[src/rtl/param_mac_pipe.sv]
`default_nettype none
// ============================================================================
//  Module      : param_mac_pipe
//  Description : Pipelined signed multiply-accumulate.
//                Samples are captured into input registers, multiplied at
//                full precision through MULT_STAGES register stages, and
//                then added into an ACC_W-bit accumulator. The result f is
//                updated MULT_STAGES+1 edges after capture.
//                Accumulation either wraps (SAT_EN=0) or clamps (SAT_EN=1).
//                A sticky overflow flag and a saturating term counter are
//                maintained. Both are restarted by a clear sample.
//  Ports       : clk       - clock, all state changes on the rising edge
//                reset     - synchronous, active-low reset
//                a, b      - signed IN_W-bit operands
//                valid_in  - a/b/clear_in carry a sample this cycle
//                clear_in  - the sample starts a new accumulation
//                f         - signed ACC_W-bit accumulator value
//                valid_out - one-cycle pulse after each accumulator update
//                overflow  - sticky accumulation-overflow flag
//                count     - terms accumulated since the last clear
//  Revision    : 1.0 - initial release
// ============================================================================
module param_mac_pipe #(
    parameter int IN_W        = 8,
    parameter int ACC_W       = 16,
    parameter int MULT_STAGES = 2,
    parameter int SAT_EN      = 0,
    parameter int CNT_W       = 8
) (
    input  logic             clk,
    input  logic             reset,
    input  logic [IN_W-1:0]  a,
    input  logic [IN_W-1:0]  b,
    input  logic             valid_in,
    input  logic             clear_in,
    output logic [ACC_W-1:0] f,
    output logic             valid_out,
    output logic             overflow,
    output logic [CNT_W-1:0] count
);

    localparam int               c_prod_w  = 2 * IN_W;
    localparam logic [ACC_W-1:0] c_sat_max = {1'b0, {(ACC_W-1){1'b1}}};
    localparam logic [ACC_W-1:0] c_sat_min = {1'b1, {(ACC_W-1){1'b0}}};
    localparam logic [CNT_W-1:0] c_cnt_max = {CNT_W{1'b1}};

    // Elaboration-time guards on illegal parameter combinations.
    generate
        if (ACC_W < 2 * IN_W) begin : g_bad_acc_w
            $error("param_mac_pipe: ACC_W must be at least 2*IN_W");
        end
        if (MULT_STAGES < 1 || MULT_STAGES > 6) begin : g_bad_stages
            $error("param_mac_pipe: MULT_STAGES must be in 1..6");
        end
    endgenerate

    // ------------------------------------------------------------------
    // Input capture
    // ------------------------------------------------------------------
    logic signed [IN_W-1:0] r_a;
    logic signed [IN_W-1:0] r_b;
    logic                   r_vld_in;
    logic                   r_clr_in;

    always_ff @(posedge clk) begin
        if (!reset) begin
            r_a      <= '0;
            r_b      <= '0;
            r_vld_in <= 1'b0;
            r_clr_in <= 1'b0;
        end else begin
            r_a      <= a;
            r_b      <= b;
            r_vld_in <= valid_in;
            r_clr_in <= clear_in;
        end
    end

    // ------------------------------------------------------------------
    // Multiplier pipeline: stage 0 registers the product, later stages
    // only delay it. Valid/clear travel alongside so they line up with
    // the product at the accumulator.
    // ------------------------------------------------------------------
    logic signed [c_prod_w-1:0] w_a_ext;
    logic signed [c_prod_w-1:0] w_b_ext;
    logic signed [c_prod_w-1:0] r_prod [MULT_STAGES];
    logic                       r_vld  [MULT_STAGES];
    logic                       r_clr  [MULT_STAGES];

    assign w_a_ext = c_prod_w'(r_a);
    assign w_b_ext = c_prod_w'(r_b);

    always_ff @(posedge clk) begin
        if (!reset) begin
            for (int i = 0; i < MULT_STAGES; i++) begin
                r_prod[i] <= '0;
                r_vld[i]  <= 1'b0;
                r_clr[i]  <= 1'b0;
            end
        end else begin
            r_prod[0] <= w_a_ext * w_b_ext;
            r_vld[0]  <= r_vld_in;
            r_clr[0]  <= r_clr_in;
            for (int i = 1; i < MULT_STAGES; i++) begin
                r_prod[i] <= r_prod[i-1];
                r_vld[i]  <= r_vld[i-1];
                r_clr[i]  <= r_clr[i-1];
            end
        end
    end

    // ------------------------------------------------------------------
    // Accumulator
    // ------------------------------------------------------------------
    logic signed [ACC_W-1:0] r_f;
    logic                    r_ovf;
    logic [CNT_W-1:0]        r_cnt;
    logic                    r_vout;

    logic                    w_vld_last;
    logic                    w_clr_last;
    logic signed [ACC_W-1:0] w_prod_ext;
    logic signed [ACC_W-1:0] w_sum;
    logic                    w_ovf;
    logic signed [ACC_W-1:0] w_f_next;

    assign w_vld_last = r_vld[MULT_STAGES-1];
    assign w_clr_last = r_clr[MULT_STAGES-1];
    assign w_prod_ext = ACC_W'(r_prod[MULT_STAGES-1]);
    assign w_sum      = r_f + w_prod_ext;

    // Two's-complement overflow: addends agree in sign, result does not.
    // A clear sample loads the product alone and cannot overflow.
    assign w_ovf = !w_clr_last
                && (r_f[ACC_W-1] == w_prod_ext[ACC_W-1])
                && (w_sum[ACC_W-1] != r_f[ACC_W-1]);

    always_comb begin
        w_f_next = w_sum;
        if (w_clr_last) begin
            w_f_next = w_prod_ext;
        end else if (w_ovf && (SAT_EN != 0)) begin
            // Overflow direction follows the (shared) sign of the addends.
            w_f_next = r_f[ACC_W-1] ? c_sat_min : c_sat_max;
        end
    end

    always_ff @(posedge clk) begin
        if (!reset) begin
            r_f    <= '0;
            r_ovf  <= 1'b0;
            r_cnt  <= '0;
            r_vout <= 1'b0;
        end else begin
            r_vout <= w_vld_last;
            if (w_vld_last) begin
                r_f <= w_f_next;
                if (w_clr_last) begin
                    r_ovf <= 1'b0;
                    r_cnt <= CNT_W'(1);
                end else begin
                    r_ovf <= r_ovf | w_ovf;
                    if (r_cnt != c_cnt_max) begin
                        r_cnt <= r_cnt + CNT_W'(1);
                    end
                end
            end
        end
    end

    assign f         = r_f;
    assign valid_out = r_vout;
    assign overflow  = r_ovf;
    assign count     = r_cnt;

endmodule
`default_nettype wire

[config.mk]
export PLATFORM = sky130hd
export DESIGN_NAME = param_mac_pipe
export DESIGN_NICKNAME = d
export VERILOG_FILES = /design/src/rtl/param_mac_pipe.sv
export SDC_FILE = /design/constraint.sdc
export NUM_CORES = 1
export LEC_CHECK = 0
export BUFFER_PORTS_ARGS = -buffer_cell sky130_fd_sc_hd__buf_2
export CORE_MARGIN = 5
export CORE_UTILIZATION = 50
export DETAILED_ROUTE_END_ITERATION = 10
export GPL_ROUTABILITY_DRIVEN = 0
export HOLD_SLACK_MARGIN = 0.06
export PLACE_DENSITY = 0.66
export SYNTH_ARGS = -nofsm -noshare
export SYNTH_HDL_FRONTEND = slang
export SYNTH_SLANG_ARGS = --single-unit
export TNS_END_PERCENT = 50
[constraint.sdc]
create_clock -name clk -period 6 [get_ports clk]
set_input_delay 0.6 -clock clk [delete_from_list [all_inputs] [get_ports clk]]
set_output_delay 0.6 -clock clk [all_outputs]
set_load 0.005 [all_outputs]
==> out/metrics.cfg <==
[logic_synthesis]
synth_top_area_share_pct = 26.9
synth-main-ff-cell = dfxtp_1
synthesis.area_um2 = 5950
synth.avg_cell_area_um2 = 8.99
syn_inst = 662
synth_largest_area_cell = dfxtp_1
ys_top_cells_by_area = dfxtp_1 27%, fa_1 19%, ha_1 9.5%
synth_cell_types = 61
async_flop_share_pct = 0
synth_nets = 783
yosysWarningCount = 0
seq_area_frac_synth_pct = 26.9
ys_ff_latch = 80
synth_edf_count = 0

[sta]
finalMaxSlewViolations = 0
fin_tns_setup_ps = 0
skew_ps = 6.32
maxSlewHeadroom_pct = 31.6
post-route-period-util_pct = 77.6
final-hold-violation-count = 0
tightestPinTransition_ps = 1020
min_period_ps = 4660
fmaxAchievable_mhz = 215
setup_viol = 0
setup_ws_ps = 1340
rsz0062_at_grt = false

[cts]
cts-resized-gates = 0
cts_hold_buf = 0
clk_pin_slew_worst_paths_ps = 60
cts.htree.levels = 3
cts_buffer_depth = 2
worstSkewPairLatency_ps = 340
post_cts_buffers = 0
cts_num_sinks = 80
cts_buffers = 9
cts_root_buf = clkbuf_16
cts_tree = built

[routing]
final_antenna_net_count = 0
drc = 0
dr.pass1.iters = 4
routed-via-count = 4469
drt-total-wl_um = 11800
dr.first_iter.drc_count = 284
routedWlPerCell_um = 13.9
viasPerCell = 5.26

[finish]
syn_to_final_growth_pct = 11.0
fill_cells = 1041
seqCellArea_um2 = 1600
drive_above_1_share_pct = 10.5
fin_nets = 823
antenna_cells = 0
multi_input_area_um2 = 3910

[die]
start_util_pct = 51.4
dieWidth_um = 119
die_h_um = 119
dieArea_um2 = 14200
num_rows = 39
coreArea_um2 = 11600
io-pin-count = 46

[global_routing]
antenna_found_initial = 0
overflow = 0
grt_pass1_vias = 4423
grt_start_max_net_pins = 82
gr-usage-all-layers_pct = 18.0
grt_pass1_wl_um = 21000

[power]
power.internal_mw = 1.07
p_comb_share_pct = 21.7
total_power_mw = 1.48
p_seq_share_pct = 40.5
p_per_area_nw_per_um2 = 224
p_clk_share_pct = 37.9
p_sw_share_pct = 27.9
p_switching_uw = 412
p_leak_nw = 3.10
vdd_drop_max_mv = 0.113

[setup_path]
worstPathRequired_ps = 6230
path_max_fanout = 8
crit_arrival_ps = 4890
critical_path_class = reg -> reg
crit_path_start_kind = register
cp-end-kind = register

[status]
status = finished, final reports clean

[job]
cap_violations = 0

[place]
hpwl_um = 8940
portBuffers = 45
pre_cts_slack_ps = 1380

[hold_path]
worstHoldPathType = reg -> reg

-- logic make-up (layout without fill, tap and decap cells) --
kind of cell / Yosys count / count (layout) / synth area share, %
XOR/XNOR: 19 / 19 / 2.80
AO/OA/AOI/OAI: 119 / 119 / 13.9
flip-flops: 80 / 80 / 26.9
AND/OR/NAND/NOR: 224 / 224 / 20.1
adder cells (fa/ha/maj): 101 / 101 / 28.3
buffers and inverters: 115 / 159 / 7.30
multiplexers: 4 / 4 / 0.673
-- routing by layer --
metal	GRT usage (%)	part of all wire, %
met1	22.8	46
met2	30.0	49
met3	4.31	3.6
met4	6.52	1.7
met5	0	0
-- final cells by class --
type                            count  area share, %
Tap cell                          143           2.71
Timing Repair Buffer               47           3.64
Multi-Input combinational cell    467           59.3
Clock buffer                       12           4.03
Inverter                           97           5.51
Clock inverter                      3          0.606
Sequential cell                    80           24.2
-- final timing paths --
kind | from | to | slack (ps) | cells past startpoint
max reg2reg | r_b[3] | r_prod[0][15] | 1340 | 16
min reg2reg | r_prod[0][14] | r_prod[0][30] | 430 | 1
max | r_b[3] | r_prod[0][15] | 1340 | 16
min | r_prod[0][14] | r_prod[0][30] | 430 | 1
-- worst max-delay path, cell delays in order (launching register included) --
cell and delay, ps:
dfxtp_1 420, and2_1 210, inv_1 70, fa_1 530, inv_1 50, fa_1 470
fa_1 540, inv_1 50, fa_1 520, inv_1 40, ha_1 360, a21oi_2 200
o21ai_0 170, a31o_1 300, a2111oi_4 350, o21ai_0 100, and3_1 170
-- cells in the final DEF, fill, tap and decap left out, types with 3 or more instances in the layout --
cell type,count
a31oi_1,9
o21bai_1,3
a211oi_1,6
o211a_1,3
a21oi_1,24
o21ai_0,30
buf_2,45
nor3_1,7
and3_1,7
and2_1,85
xnor2_1,19
nand3_1,9
ha_1,45
mux2i_1,4
nand2b_1,6
fa_1,56
a21o_1,5
nor2_1,34
clkbuf_16,9
o21a_1,6
dfxtp_1,80
a21boi_0,4
or3_1,4
nand4_1,4
o211ai_1,3
a41oi_1,3
inv_1,96
clkbuf_8,3
nand2_1,47
nor2b_1,10
or3b_2,3
-- flip-flops by register name, summed over array words and instances (netlist names) --
register / flops
r_vld_in: 1
overflow: 1
r_clr_in: 1
r_b: 8
r_a: 8
valid_out: 1
r_clr: 2
f: 16
count: 8
r_prod: 32
r_vld: 2
-- power groups by stage --
stage | Clock, mW | Sequential [mW] | Combinational [mW]
2_1_floorplan | 0 | 0.600 | 0.263
3_3_place_gp | 0 | 0.609 | 0.310
3_5_place_dp | 0 | 0.610 | 0.319
4_1_cts | 0.577 | 0.599 | 0.324
5_1_grt | 0.602 | 0.604 | 0.375
6_report | 0.561 | 0.599 | 0.321
-- cells in the mapped netlist (10+ instances only) --
cell type and count:
inv_1 96, and2_1 85, dfxtp_1 80, fa_1 56, nand2_1 47, ha_1 45, nor2_1 34, o21ai_0 30
a21oi_1 24, xnor2_1 19, clkbuf_1 15, nor2b_1 10
-- metrics by stage --
stage	cells	hold slack, ps	instance area, um2	utilization, %
2_1_floorplan	662	412	5950	-
3_3_place_gp	834	413	6300	54.5
3_5_place_dp	834	417	6300	54.5
4_1_cts	849	430	6610	57.1
5_1_grt	849	440	6610	57.1
6_report	849	426	6610	57.1
Power figures use the tool's default switching activity.
